<file path="src/rtl/axi_rd_arb_pkg.sv">
// rtl/axi_rd_arb_pkg.sv - shared types and AR sideband constants for the read arbiter
`ifndef BUS_ADDR_WIDTH
`define BUS_ADDR_WIDTH 32
`endif
`ifndef BUS_DATA_WIDTH
`define BUS_DATA_WIDTH 32
`endif
`ifndef BUS_ID_WIDTH
`define BUS_ID_WIDTH 4
`endif

package alioth_axi_arb_pkg;

   typedef enum logic {
      ST_IDLE  = 1'b0,
      ST_ISSUE = 1'b1
   } arb_state_t;

   // Owner of an outstanding burst: 0 = IFU (s0), 1 = LSU (s1)
   typedef logic owner_t;
   localparam owner_t OWNER_IFU = 1'b0;
   localparam owner_t OWNER_LSU = 1'b1;

   localparam logic       AR_LOCK_C  = 1'b0;
   localparam logic [3:0] AR_CACHE_C = 4'b0011;
   localparam logic [2:0] AR_PROT_C  = 3'b000;
   localparam logic [3:0] AR_QOS_C   = 4'h0;
   localparam logic [3:0] AR_USER_C  = 4'h0;

endpackage

</file>
<file path="src/rtl/axi_rd_arb_if.sv">
// rtl/axi_rd_arb_if.sv - requester and shared AXI read channel bundle
interface axi_rd_arb_if #(
   parameter int ADDR_W = `BUS_ADDR_WIDTH,
   parameter int DATA_W = `BUS_DATA_WIDTH,
   parameter int ID_W   = `BUS_ID_WIDTH
) ();
   logic [ID_W-1:0]   s0_arid,   s1_arid;
   logic [ADDR_W-1:0] s0_araddr, s1_araddr;
   logic [7:0]        s0_arlen,  s1_arlen;
   logic [2:0]        s0_arsize, s1_arsize;
   logic [1:0]        s0_arburst, s1_arburst;
   logic              s0_arvalid, s1_arvalid;
   logic              s0_arready, s1_arready;
   logic [ID_W-1:0]   s0_rid,    s1_rid;
   logic [DATA_W-1:0] s0_rdata,  s1_rdata;
   logic [1:0]        s0_rresp,  s1_rresp;
   logic              s0_rlast,  s1_rlast;
   logic              s0_rvalid, s1_rvalid;
   logic              s0_rready, s1_rready;

   logic [ID_W-1:0]   M_AXI_ARID;
   logic [ADDR_W-1:0] M_AXI_ARADDR;
   logic [7:0]        M_AXI_ARLEN;
   logic [2:0]        M_AXI_ARSIZE;
   logic [1:0]        M_AXI_ARBURST;
   logic              M_AXI_ARVALID;
   logic              M_AXI_ARREADY;
   logic              M_AXI_ARLOCK;
   logic [3:0]        M_AXI_ARCACHE;
   logic [2:0]        M_AXI_ARPROT;
   logic [3:0]        M_AXI_ARQOS;
   logic [3:0]        M_AXI_ARUSER;
   logic [ID_W-1:0]   M_AXI_RID;
   logic [DATA_W-1:0] M_AXI_RDATA;
   logic [1:0]        M_AXI_RRESP;
   logic              M_AXI_RLAST;
   logic              M_AXI_RVALID;
   logic              M_AXI_RREADY;

   // Arbiter side: takes requests, drives the shared AR channel
   modport master (
      input  s0_arid, s0_araddr, s0_arlen, s0_arsize, s0_arburst, s0_arvalid, s0_rready,
      input  s1_arid, s1_araddr, s1_arlen, s1_arsize, s1_arburst, s1_arvalid, s1_rready,
      output s0_arready, s0_rid, s0_rdata, s0_rresp, s0_rlast, s0_rvalid,
      output s1_arready, s1_rid, s1_rdata, s1_rresp, s1_rlast, s1_rvalid,
      output M_AXI_ARID, M_AXI_ARADDR, M_AXI_ARLEN, M_AXI_ARSIZE, M_AXI_ARBURST, M_AXI_ARVALID,
      output M_AXI_ARLOCK, M_AXI_ARCACHE, M_AXI_ARPROT, M_AXI_ARQOS, M_AXI_ARUSER, M_AXI_RREADY,
      input  M_AXI_ARREADY, M_AXI_RID, M_AXI_RDATA, M_AXI_RRESP, M_AXI_RLAST, M_AXI_RVALID
   );

   // Environment side: requesters plus downstream memory
   modport slave (
      output s0_arid, s0_araddr, s0_arlen, s0_arsize, s0_arburst, s0_arvalid, s0_rready,
      output s1_arid, s1_araddr, s1_arlen, s1_arsize, s1_arburst, s1_arvalid, s1_rready,
      input  s0_arready, s0_rid, s0_rdata, s0_rresp, s0_rlast, s0_rvalid,
      input  s1_arready, s1_rid, s1_rdata, s1_rresp, s1_rlast, s1_rvalid,
      input  M_AXI_ARID, M_AXI_ARADDR, M_AXI_ARLEN, M_AXI_ARSIZE, M_AXI_ARBURST, M_AXI_ARVALID,
      input  M_AXI_ARLOCK, M_AXI_ARCACHE, M_AXI_ARPROT, M_AXI_ARQOS, M_AXI_ARUSER, M_AXI_RREADY,
      output M_AXI_ARREADY, M_AXI_RID, M_AXI_RDATA, M_AXI_RRESP, M_AXI_RLAST, M_AXI_RVALID
   );
endinterface

</file>
<file path="src/rtl/axi_rd_arb_fifo.sv">
// rtl/axi_rd_arb_fifo.sv - owner FIFO tracking the issue order of outstanding bursts
module axi_rd_arb_fifo #(
   parameter int DEPTH = 4,
   parameter int W     = 1
) (
   input  logic                     clk,
   input  logic                     rst_n,
   input  logic                     push_i,
   input  logic [W-1:0]             din_i,
   input  logic                     pop_i,
   output logic [W-1:0]             dout_o,
   output logic                     full_o,
   output logic                     empty_o,
   output logic [$clog2(DEPTH):0]   occ_o
);
   localparam int PW = $clog2(DEPTH);
   localparam logic [PW:0]   OCC_ONE  = 1;
   localparam logic [PW-1:0] PTR_ONE  = 1;
   localparam logic [PW:0]   FULL_CNT = (PW+1)'(DEPTH);

   logic [W-1:0]  mem_q [DEPTH];
   logic [PW-1:0] wptr_q, rptr_q;
   logic [PW:0]   occ_q, occ_d;
   logic          do_push, do_pop;

   assign full_o  = (occ_q == FULL_CNT);
   assign empty_o = (occ_q == '0);
   assign occ_o   = occ_q;
   assign dout_o  = mem_q[rptr_q];
   assign do_push = push_i & ~full_o;
   assign do_pop  = pop_i & ~empty_o;

   // Occupancy next state; simultaneous push and pop cancel out
   always_comb begin
      occ_d = occ_q;
      if (do_push && !do_pop)
         occ_d = occ_q + OCC_ONE;
      else if (do_pop && !do_push)
         occ_d = occ_q - OCC_ONE;
   end

   // Pointers and occupancy; pointers wrap naturally since DEPTH is a power of two
   always_ff @(posedge clk) begin
      if (!rst_n) begin
         wptr_q <= '0;
         rptr_q <= '0;
         occ_q  <= '0;
      end else begin
         occ_q <= occ_d;
         if (do_push) wptr_q <= wptr_q + PTR_ONE;
         if (do_pop)  rptr_q <= rptr_q + PTR_ONE;
      end
   end

   // Storage needs no reset; it is only read once written
   always_ff @(posedge clk) begin
      if (do_push) mem_q[wptr_q] <= din_i;
   end
endmodule

</file>
<file path="src/rtl/axi_rd_arb.sv">
// rtl/axi_rd_arb.sv - two-requester AXI read arbiter, in-order R routing; AXI_RD_ARB_RR_EN selects round-robin
module axi_rd_arb
   import alioth_axi_arb_pkg::*;
#(
   parameter int OT_DEPTH = 4,
   parameter int ADDR_W   = `BUS_ADDR_WIDTH,
   parameter int DATA_W   = `BUS_DATA_WIDTH,
   parameter int ID_W     = `BUS_ID_WIDTH
) (
   input  logic         clk,
   input  logic         rst_n,
   axi_rd_arb_if.master bus,
   output logic         stray_r_o
);
   localparam int OCC_W = $clog2(OT_DEPTH) + 1;

   arb_state_t        state_q;
   owner_t            owner_q;
   logic              arvalid_q;
   logic [ID_W-1:0]   arid_q;
   logic [ADDR_W-1:0] araddr_q;
   logic [7:0]        arlen_q;
   logic [2:0]        arsize_q;
   logic [1:0]        arburst_q;

   logic              full, empty, push, pop, grant;
   owner_t            win, head;
   logic [OCC_W-1:0]  occ;
   logic [DATA_W-1:0] rdata;

`ifdef AXI_RD_ARB_RR_EN
   owner_t rr_q;  // requester favoured on the next contention
   assign win = bus.s1_arvalid & (~bus.s0_arvalid | rr_q);
`else
   assign win = bus.s1_arvalid;  // LSU wins every contention
`endif

   // Full check deliberately uses registered occupancy, so a same-cycle pop never grants
   assign grant = (state_q == ST_IDLE) & ~full & (bus.s0_arvalid | bus.s1_arvalid);
   assign bus.s0_arready = grant & (win == OWNER_IFU);
   assign bus.s1_arready = grant & (win == OWNER_LSU);

   assign bus.M_AXI_ARVALID = arvalid_q;
   assign bus.M_AXI_ARID    = arid_q;
   assign bus.M_AXI_ARADDR  = araddr_q;
   assign bus.M_AXI_ARLEN   = arlen_q;
   assign bus.M_AXI_ARSIZE  = arsize_q;
   assign bus.M_AXI_ARBURST = arburst_q;
   assign bus.M_AXI_ARLOCK  = AR_LOCK_C;
   assign bus.M_AXI_ARCACHE = AR_CACHE_C;
   assign bus.M_AXI_ARPROT  = AR_PROT_C;
   assign bus.M_AXI_ARQOS   = AR_QOS_C;
   assign bus.M_AXI_ARUSER  = AR_USER_C;

   // Grant, latch the winner's payload, then hold ARVALID until the slave accepts
   always_ff @(posedge clk) begin
      if (!rst_n) begin
         state_q   <= ST_IDLE;
         arvalid_q <= 1'b0;
         owner_q   <= OWNER_IFU;
         arid_q    <= '0;
         araddr_q  <= '0;
         arlen_q   <= '0;
         arsize_q  <= '0;
         arburst_q <= '0;
`ifdef AXI_RD_ARB_RR_EN
         rr_q      <= OWNER_LSU;
`endif
      end else begin
         case (state_q)
            ST_IDLE: begin
               if (grant) begin
                  state_q   <= ST_ISSUE;
                  arvalid_q <= 1'b1;
                  owner_q   <= win;
                  arid_q    <= win ? bus.s1_arid    : bus.s0_arid;
                  araddr_q  <= win ? bus.s1_araddr  : bus.s0_araddr;
                  arlen_q   <= win ? bus.s1_arlen   : bus.s0_arlen;
                  arsize_q  <= win ? bus.s1_arsize  : bus.s0_arsize;
                  arburst_q <= win ? bus.s1_arburst : bus.s0_arburst;
`ifdef AXI_RD_ARB_RR_EN
                  rr_q      <= ~win;
`endif
               end
            end
            ST_ISSUE: begin
               if (bus.M_AXI_ARREADY) begin
                  state_q   <= ST_IDLE;
                  arvalid_q <= 1'b0;
               end
            end
            default: begin
               state_q   <= ST_IDLE;
               arvalid_q <= 1'b0;
            end
         endcase
      end
   end

   assign push = arvalid_q & bus.M_AXI_ARREADY;
   assign pop  = bus.M_AXI_RVALID & bus.M_AXI_RREADY & bus.M_AXI_RLAST;

   axi_rd_arb_fifo #(.DEPTH(OT_DEPTH), .W(1)) u_fifo (
      .clk     (clk),
      .rst_n   (rst_n),
      .push_i  (push),
      .din_i   (owner_q),
      .pop_i   (pop),
      .dout_o  (head),
      .full_o  (full),
      .empty_o (empty),
      .occ_o   (occ)
   );

   // R beats go to the owner of the oldest outstanding burst only
   assign rdata            = bus.M_AXI_RDATA;
   assign bus.s0_rdata     = rdata;
   assign bus.s1_rdata     = rdata;
   assign bus.s0_rid       = bus.M_AXI_RID;
   assign bus.s1_rid       = bus.M_AXI_RID;
   assign bus.s0_rresp     = bus.M_AXI_RRESP;
   assign bus.s1_rresp     = bus.M_AXI_RRESP;
   assign bus.s0_rlast     = bus.M_AXI_RLAST;
   assign bus.s1_rlast     = bus.M_AXI_RLAST;
   assign bus.s0_rvalid    = bus.M_AXI_RVALID & ~empty & (head == OWNER_IFU);
   assign bus.s1_rvalid    = bus.M_AXI_RVALID & ~empty & (head == OWNER_LSU);
   assign bus.M_AXI_RREADY = ~empty & ((head == OWNER_LSU) ? bus.s1_rready : bus.s0_rready);
   assign stray_r_o        = bus.M_AXI_RVALID & empty;
endmodule

</file>
<file path="src/flat_wrapper.sv">
// flat-port wrapper written by rule: the top's interface ports become plain ports
module axi_rd_arb_flat import alioth_axi_arb_pkg::*;
#(
   parameter int OT_DEPTH = 4,
   parameter int ADDR_W   = `BUS_ADDR_WIDTH,
   parameter int DATA_W   = `BUS_DATA_WIDTH,
   parameter int ID_W     = `BUS_ID_WIDTH
)
  (clk, rst_n, stray_r_o, bus_s0_arid, bus_s0_araddr, bus_s0_arlen, bus_s0_arsize, bus_s0_arburst, bus_s0_arvalid, bus_s0_rready, bus_s1_arid, bus_s1_araddr, bus_s1_arlen, bus_s1_arsize, bus_s1_arburst, bus_s1_arvalid, bus_s1_rready, bus_s0_arready, bus_s0_rid, bus_s0_rdata, bus_s0_rresp, bus_s0_rlast, bus_s0_rvalid, bus_s1_arready, bus_s1_rid, bus_s1_rdata, bus_s1_rresp, bus_s1_rlast, bus_s1_rvalid, bus_M_AXI_ARID, bus_M_AXI_ARADDR, bus_M_AXI_ARLEN, bus_M_AXI_ARSIZE, bus_M_AXI_ARBURST, bus_M_AXI_ARVALID, bus_M_AXI_ARLOCK, bus_M_AXI_ARCACHE, bus_M_AXI_ARPROT, bus_M_AXI_ARQOS, bus_M_AXI_ARUSER, bus_M_AXI_RREADY, bus_M_AXI_ARREADY, bus_M_AXI_RID, bus_M_AXI_RDATA, bus_M_AXI_RRESP, bus_M_AXI_RLAST, bus_M_AXI_RVALID);
  axi_rd_arb_if #(.ADDR_W(ADDR_W), .DATA_W(DATA_W), .ID_W(ID_W)) bus_i ();
  input  logic clk;
  input  logic rst_n;
  output logic stray_r_o;
  input wire logic [$bits(bus_i.s0_arid)-1:0] bus_s0_arid;
  input wire logic [$bits(bus_i.s0_araddr)-1:0] bus_s0_araddr;
  input wire logic [$bits(bus_i.s0_arlen)-1:0] bus_s0_arlen;
  input wire logic [$bits(bus_i.s0_arsize)-1:0] bus_s0_arsize;
  input wire logic [$bits(bus_i.s0_arburst)-1:0] bus_s0_arburst;
  input wire logic [$bits(bus_i.s0_arvalid)-1:0] bus_s0_arvalid;
  input wire logic [$bits(bus_i.s0_rready)-1:0] bus_s0_rready;
  input wire logic [$bits(bus_i.s1_arid)-1:0] bus_s1_arid;
  input wire logic [$bits(bus_i.s1_araddr)-1:0] bus_s1_araddr;
  input wire logic [$bits(bus_i.s1_arlen)-1:0] bus_s1_arlen;
  input wire logic [$bits(bus_i.s1_arsize)-1:0] bus_s1_arsize;
  input wire logic [$bits(bus_i.s1_arburst)-1:0] bus_s1_arburst;
  input wire logic [$bits(bus_i.s1_arvalid)-1:0] bus_s1_arvalid;
  input wire logic [$bits(bus_i.s1_rready)-1:0] bus_s1_rready;
  output wire logic [$bits(bus_i.s0_arready)-1:0] bus_s0_arready;
  output wire logic [$bits(bus_i.s0_rid)-1:0] bus_s0_rid;
  output wire logic [$bits(bus_i.s0_rdata)-1:0] bus_s0_rdata;
  output wire logic [$bits(bus_i.s0_rresp)-1:0] bus_s0_rresp;
  output wire logic [$bits(bus_i.s0_rlast)-1:0] bus_s0_rlast;
  output wire logic [$bits(bus_i.s0_rvalid)-1:0] bus_s0_rvalid;
  output wire logic [$bits(bus_i.s1_arready)-1:0] bus_s1_arready;
  output wire logic [$bits(bus_i.s1_rid)-1:0] bus_s1_rid;
  output wire logic [$bits(bus_i.s1_rdata)-1:0] bus_s1_rdata;
  output wire logic [$bits(bus_i.s1_rresp)-1:0] bus_s1_rresp;
  output wire logic [$bits(bus_i.s1_rlast)-1:0] bus_s1_rlast;
  output wire logic [$bits(bus_i.s1_rvalid)-1:0] bus_s1_rvalid;
  output wire logic [$bits(bus_i.M_AXI_ARID)-1:0] bus_M_AXI_ARID;
  output wire logic [$bits(bus_i.M_AXI_ARADDR)-1:0] bus_M_AXI_ARADDR;
  output wire logic [$bits(bus_i.M_AXI_ARLEN)-1:0] bus_M_AXI_ARLEN;
  output wire logic [$bits(bus_i.M_AXI_ARSIZE)-1:0] bus_M_AXI_ARSIZE;
  output wire logic [$bits(bus_i.M_AXI_ARBURST)-1:0] bus_M_AXI_ARBURST;
  output wire logic [$bits(bus_i.M_AXI_ARVALID)-1:0] bus_M_AXI_ARVALID;
  output wire logic [$bits(bus_i.M_AXI_ARLOCK)-1:0] bus_M_AXI_ARLOCK;
  output wire logic [$bits(bus_i.M_AXI_ARCACHE)-1:0] bus_M_AXI_ARCACHE;
  output wire logic [$bits(bus_i.M_AXI_ARPROT)-1:0] bus_M_AXI_ARPROT;
  output wire logic [$bits(bus_i.M_AXI_ARQOS)-1:0] bus_M_AXI_ARQOS;
  output wire logic [$bits(bus_i.M_AXI_ARUSER)-1:0] bus_M_AXI_ARUSER;
  output wire logic [$bits(bus_i.M_AXI_RREADY)-1:0] bus_M_AXI_RREADY;
  input wire logic [$bits(bus_i.M_AXI_ARREADY)-1:0] bus_M_AXI_ARREADY;
  input wire logic [$bits(bus_i.M_AXI_RID)-1:0] bus_M_AXI_RID;
  input wire logic [$bits(bus_i.M_AXI_RDATA)-1:0] bus_M_AXI_RDATA;
  input wire logic [$bits(bus_i.M_AXI_RRESP)-1:0] bus_M_AXI_RRESP;
  input wire logic [$bits(bus_i.M_AXI_RLAST)-1:0] bus_M_AXI_RLAST;
  input wire logic [$bits(bus_i.M_AXI_RVALID)-1:0] bus_M_AXI_RVALID;
  assign bus_i.s0_arid = bus_s0_arid;
  assign bus_i.s0_araddr = bus_s0_araddr;
  assign bus_i.s0_arlen = bus_s0_arlen;
  assign bus_i.s0_arsize = bus_s0_arsize;
  assign bus_i.s0_arburst = bus_s0_arburst;
  assign bus_i.s0_arvalid = bus_s0_arvalid;
  assign bus_i.s0_rready = bus_s0_rready;
  assign bus_i.s1_arid = bus_s1_arid;
  assign bus_i.s1_araddr = bus_s1_araddr;
  assign bus_i.s1_arlen = bus_s1_arlen;
  assign bus_i.s1_arsize = bus_s1_arsize;
  assign bus_i.s1_arburst = bus_s1_arburst;
  assign bus_i.s1_arvalid = bus_s1_arvalid;
  assign bus_i.s1_rready = bus_s1_rready;
  assign bus_s0_arready = bus_i.s0_arready;
  assign bus_s0_rid = bus_i.s0_rid;
  assign bus_s0_rdata = bus_i.s0_rdata;
  assign bus_s0_rresp = bus_i.s0_rresp;
  assign bus_s0_rlast = bus_i.s0_rlast;
  assign bus_s0_rvalid = bus_i.s0_rvalid;
  assign bus_s1_arready = bus_i.s1_arready;
  assign bus_s1_rid = bus_i.s1_rid;
  assign bus_s1_rdata = bus_i.s1_rdata;
  assign bus_s1_rresp = bus_i.s1_rresp;
  assign bus_s1_rlast = bus_i.s1_rlast;
  assign bus_s1_rvalid = bus_i.s1_rvalid;
  assign bus_M_AXI_ARID = bus_i.M_AXI_ARID;
  assign bus_M_AXI_ARADDR = bus_i.M_AXI_ARADDR;
  assign bus_M_AXI_ARLEN = bus_i.M_AXI_ARLEN;
  assign bus_M_AXI_ARSIZE = bus_i.M_AXI_ARSIZE;
  assign bus_M_AXI_ARBURST = bus_i.M_AXI_ARBURST;
  assign bus_M_AXI_ARVALID = bus_i.M_AXI_ARVALID;
  assign bus_M_AXI_ARLOCK = bus_i.M_AXI_ARLOCK;
  assign bus_M_AXI_ARCACHE = bus_i.M_AXI_ARCACHE;
  assign bus_M_AXI_ARPROT = bus_i.M_AXI_ARPROT;
  assign bus_M_AXI_ARQOS = bus_i.M_AXI_ARQOS;
  assign bus_M_AXI_ARUSER = bus_i.M_AXI_ARUSER;
  assign bus_M_AXI_RREADY = bus_i.M_AXI_RREADY;
  assign bus_i.M_AXI_ARREADY = bus_M_AXI_ARREADY;
  assign bus_i.M_AXI_RID = bus_M_AXI_RID;
  assign bus_i.M_AXI_RDATA = bus_M_AXI_RDATA;
  assign bus_i.M_AXI_RRESP = bus_M_AXI_RRESP;
  assign bus_i.M_AXI_RLAST = bus_M_AXI_RLAST;
  assign bus_i.M_AXI_RVALID = bus_M_AXI_RVALID;
  axi_rd_arb #(.OT_DEPTH(OT_DEPTH), .ADDR_W(ADDR_W), .DATA_W(DATA_W), .ID_W(ID_W)) u_core (.clk(clk), .rst_n(rst_n), .bus(bus_i), .stray_r_o(stray_r_o));
endmodule
</file>
<file path="config.mk">
export PLATFORM = sky130hd
export DESIGN_NAME = axi_rd_arb_flat
export DESIGN_NICKNAME = d
export VERILOG_FILES = /design/src/rtl/axi_rd_arb_pkg.sv /design/src/rtl/axi_rd_arb_if.sv /design/src/rtl/axi_rd_arb_fifo.sv /design/src/rtl/axi_rd_arb.sv /design/src/flat_wrapper.sv
export SDC_FILE = /design/constraint.sdc
export NUM_CORES = 1
export LEC_CHECK = 0
export ABC_CLOCK_PERIOD_IN_PS = 4910
export BUFFER_PORTS_ARGS = -buffer_cell sky130_fd_sc_hd__buf_2
export CORE_AREA = 2 2 115 117
export DETAILED_ROUTE_END_ITERATION = 7
export DIE_AREA = 0 0 117 119
export REMOVE_ABC_BUFFERS = 1
export SETUP_SLACK_MARGIN = 0.02
export SLEW_MARGIN = 30
export SYNTH_ARGS = -nofsm -noshare
export SYNTH_HDL_FRONTEND = slang
export SYNTH_SLANG_ARGS = --single-unit
</file>
<file path="constraint.sdc">
create_clock -name clk -period 4.91 [get_ports clk]
set_input_delay 0.7365 -clock clk [delete_from_list [all_inputs] [get_ports clk]]
set_output_delay 0.7365 -clock clk [all_outputs]
set_load 0.01 [all_outputs]
</file>
# Word level (Yosys, flattened, before mapping)
# Memory sizes are Yosys's and may differ from the RTL's. A register that Yosys moved wholly into a read port is not among the register bits.
# Index checks and enable logic that the tools add are counted.
[op_classes]
n_addsub = 4
eq_ne = 3
muxes = 18
bitwise_logic = 20
reduce_logical = 8
[op_table]
columns = ["operator", "n"]
rows = [
  ["$mux 32", 1],
  ["$and 1x1->1", 14],
  ["$mux 3", 3],
  ["$mux 8", 1],
  ["$mux 1", 7],
  ["$mux 2", 3],
  ["$not 1->1", 5],
  ["$add 2x1->2 const B", 2],
  ["$mux 4", 1],
  ["$pmux 1 s2", 2],
  ["$reduce_and 2->1", 2],
  ["$add 3x1->3 const B", 1],
  ["$eq 3x3->1 const B", 1],
  ["$logic_not 3->1", 1],
  ["$sub 3x1->3 const B", 1],
  ["$logic_and 1x1->1", 2],
  ["$logic_not 1->1", 2],
  ["$ne 2x1->1 const B", 1],
  ["$ne 2x2->1 const B", 1],
  ["$reduce_bool 2->1", 1],
  ["$or 1x1->1", 1],
]
[totals]
reg_bits = 59
mem_bits_rw = 4
output_inout_bits = 150
n_memories = 1
[memory_table]
columns = ["name", "depth", "width", "read_ports", "rd_ports_with_merged_regs", "wr", "line_no", "source"]
rows = [
  ["u_core.u_fifo.mem_q", 4, 1, 1, 1, 1, "axi_rd_arb_fifo.sv:21", "logic [W-1:0] mem_q [DEPTH];"],
]

# Longest topological paths before layout
[logic_depth]
word_depth = 9
ltp_mapped = 10
mapped_depth_nobuf = 9

# Cells and area by module
# A second synthesis with hierarchy kept.
[unflattened]
cells_unflattened = 337
hier_area_um2 = 3432.0
[by_module_without_submodules]
columns = ["mod", "instances", "cells_per_inst", "area_per_inst_um2"]
rows = [
  ["axi_rd_arb", 1, 284, 2800.2],
  ["axi_rd_arb_fifo", 1, 53, 631.9],
]

# Worst setup path after synthesis
# No wires, ideal clock.
[synth_timing]
kind = "register -> register"
startpoint = "reg with a tool-made name"
endpoint = "reg u_core.u_fifo.occ_q[2] (netlist: u_core.u_fifo.occ_o[2])"
arrival_ns = 2.496
required_ns = 4.834
setup_slack_ns = 2.339
path_stages_with_launch = 11
path_buffers = 1
cell_sequence = "dfxtp_1 mux4_2 mux2i_1 or3b_1 buf_2 ha_1 inv_1 fa_1 xor2_1 or3_1 a21boi_0"
[synth_lines]
columns = ["element", "line_no", "source"]
rows = [
  ["end signal: assignment", "axi_rd_arb_fifo.sv:47", "occ_q <= '0;"],
  ["end signal: assignment", "axi_rd_arb_fifo.sv:49", "occ_q <= occ_d;"],
  ["end: declaration", "axi_rd_arb_fifo.sv:23", "logic [PW:0] occ_q, occ_d;"],
]

==> impl_metrics.env <==
export IMPL_grtUsageTotal_pct=16.1
export IMPL_ys_types=29
export IMPL_cellPowerDensity_nw_per_um2=413
export IMPL_first_global_vias=2660
export IMPL_grt_max_degree=61
export IMPL_synthTopCellsByCount="94 x buf_4, 61 x dfxtp_1, 51 x nor2b_1"
export IMPL_initial_core_util_pct=26.3
export IMPL_die_h_microns=119
export IMPL_synth_largest_type_area_fraction_pct=36.1
export IMPL_path_cells="mux4_2 -> mux2i_1 -> or3b_1 -> ha_1 -> inv_1 -> fa_1 -> xor2_1 -> or3_1 -> a21boi_0"
export IMPL_cts_setup_buffers=0
export IMPL_insertion_delay_ns=0.33
export IMPL_p_leak_nw=1.83
export IMPL_synth_seq_cells=65
export IMPL_overflow=0
export IMPL_dp_cells=579
export IMPL_cts_tree="built"
export IMPL_crit_required_ns=5.16
export IMPL_path_class="reg2reg"
export IMPL_vias=2863
export IMPL_synth_flop_cell="dfxtp_1"
export IMPL_cpPeakStageDelay_ns=0.52
export IMPL_coreArea_sq_um=12900
export IMPL_remaining_drc_errors=5
export IMPL_fin_crit_sh_pct=56.1
export IMPL_antenna_left=0
export IMPL_yosysSeqAreaShare_pct=39.6
export IMPL_firstDrtPassIters=8
export IMPL_n_antenna_cell=0
export IMPL_post_synth_top_count_cell="buf_4"
export IMPL_place_gp_congestion=0.757
export IMPL_syn_cell_area_sq_um=3390
export IMPL_ir_worst_vdd_mv=0.132
export IMPL_final_hold_violation_count=0
export IMPL_slew_headroom_pct=44.2
export IMPL_violations="design-rule violations"
export IMPL_finalClockSkew_ns=0.00721
export IMPL_hold_class="reg2reg"
export IMPL_synth_edf_count=4
export IMPL_viasPerCell=4.81
export IMPL_first_iter_violations=305
export IMPL_clk_pin_slew_ns=0.06
export IMPL_drive_gt1_share_pct=43.9
export IMPL_rows=42
export IMPL_instances_no_fill=595
export IMPL_ctsHoldBuffers=0
export IMPL_status="finished with violations"
export IMPL_postSynthCellCount=340
export IMPL_ios=295
export IMPL_reg2reg_slack_ns=2.16
export IMPL_cts_buffers=9
export IMPL_die_w_microns=117
export IMPL_grt_pass1_wl_microns=16100
export IMPL_nNetsFinal=565
export IMPL_clkSinkCount=65
export IMPL_wl_per_cell_microns=19.1
export IMPL_endpoint_kind="flip-flop"
export IMPL_fmax_mhz=363
export IMPL_rsz0062_at_grt="no"
export IMPL_ctsHtreeMaxLevel=3
export IMPL_antenna_found_initial=0
export IMPL_async_flop_share_pct=0
export IMPL_clockBufferDepth=2
export IMPL_synthTopCellsByArea="dfxtp_1 36%, buf_4 21%, a222oi_1 14%, nor2b_1 9.4%, edfxtp_1 3.5%"
export IMPL_post_route_min_period_ns=2.75
export IMPL_wl_microns=11400
export IMPL_syn_avg_cell_area_sq_um=9.96
export IMPL_cts_resized=0
export IMPL_drv_cap=0
export IMPL_port_buffers=164
export IMPL_worstPathMaxFanout=4
export IMPL_hpwl_microns=8340
export IMPL_finalSetupViolations=0
export IMPL_area_growth_pct=18.3
export IMPL_die_area_sq_um=13900
export IMPL_worst_slew_pin_slew_ns=0.836
export IMPL_start_kind="flip-flop"
export IMPL_critPathBufInv=1
export IMPL_yosys_warnings=0
export IMPL_synth_largest_area_cell="dfxtp_1"
export IMPL_slew_violations=0
export IMPL_cts_root_buffer="clkbuf_16"
export IMPL_path_delay_family="multiplexers"
export IMPL_arrival_ns=3.01
export IMPL_tns_ns=0
export IMPL_worst_path_max_delay_cell="mux4_2"
final timing paths:
kind,startpoint,endpoint,depth (start not counted)
setup / recovery,u_core.u_fifo.mem_q[3]$_DFFE_PP_,u_core.u_fifo.occ_o[2]$_SDFFE_PN0P_,9
hold / removal,u_core.bus.M_AXI_ARVALID$_SDFFE_PN0P_,u_core.bus.M_AXI_ARVALID$_SDFFE_PN0P_,2
setup reg to reg,u_core.u_fifo.mem_q[3]$_DFFE_PP_,u_core.u_fifo.occ_o[2]$_SDFFE_PN0P_,9
hold reg to reg,u_core.bus.M_AXI_ARVALID$_SDFFE_PN0P_,u_core.bus.M_AXI_ARVALID$_SDFFE_PN0P_,2
metal layers:
metal,up-vias,track usage (%),routed length (microns)
met2,290,19.6,4320
met3,15,15.6,2400
met1,1289,18.3,4360
li1,1265,-,-
met5,-,10.6,158
met4,4,5.59,131
cell usage in the layout (no fill, tap or decap), types with 2 or more instances in the layout:
cell type and instances:
clkinv_4 2, ha_1 5, buf_2 164, dfxtp_1 61, clkbuf_16 9, buf_4 2, and2_1 7, mux2i_1 5
nor2b_1 51, a222oi_1 49, nand2_1 5, nor2_1 6, a21boi_0 5, conb_1 16, inv_1 4, clkbuf_1 2
xnor2_1 2, nand2b_1 3, edfxtp_1 4
area by class of cell:
class,count,area [sq um]
clock buffer,11,233
clock inverter,5,56.3
fill,1314,8870
inverter,4,15.0
multi-input combinational,168,1310
sequential,65,1340
tap,176,220
timing repair buffer,166,836
report_power, final:
part	internal, mW	switching [mW]	leakage (nW)
clock	0.392	0.231	0.141
sequential	0.598	0.0428	0.539
combinational	0.179	0.212	1.16
total	1.17	0.485	1.83
cell families after synthesis:
| family | synth area share, % |
|---|---|
| flip-flops | 39.6 |
| XOR/XNOR | 0.776 |
| buffers and inverters | 24.0 |
| other | 0.222 |
| multiplexers | 2.14 |
| AO/OA/AOI/OAI | 16.2 |
| AND/OR/NAND/NOR | 14.7 |
| adder cells (fa/ha/maj) | 2.44 |
tightest hold or removal path, stage by stage (launching register included):
cell      delay, ns
dfxtp_1        0.32
nand2_1        0.05
a21boi_0       0.07
registers in the layout, summed over array words and instances, names as in the netlist, 2 cells and up, named ones only:
name / cells
u_core.bus.M_AXI_ARADDR: 32
u_core.bus.M_AXI_ARLEN: 8
u_core.bus.M_AXI_ARID: 4
u_core.u_fifo.mem_q: 4
u_core.bus.M_AXI_ARSIZE: 3
u_core.u_fifo.occ_o: 3
u_core.bus.M_AXI_ARBURST: 2
u_core.u_fifo.rptr_q: 2
u_core.u_fifo.wptr_q: 2
per-stage QoR:
| stage | cell area (sq um) | setup WS [ns] | utilization (%) | hold slack, ns | total power, mW |
|---|---|---|---|---|---|
| after floorplan | 2640 | 1.31 | - | 0.454 | 0.871 |
| after global placement | 3710 | 2.26 | 28.9 | 0.485 | 1.03 |
| after detailed placement | 3710 | 2.18 | 28.9 | 0.491 | 1.04 |
| after CTS | 4000 | 2.12 | 31.1 | 0.499 | 1.68 |
| after global routing | 4010 | 1.99 | 31.1 | 0.533 | 1.75 |
| final | 4010 | 2.16 | 31.1 | 0.493 | 1.65 |
(Power assumes the default switching activity.)
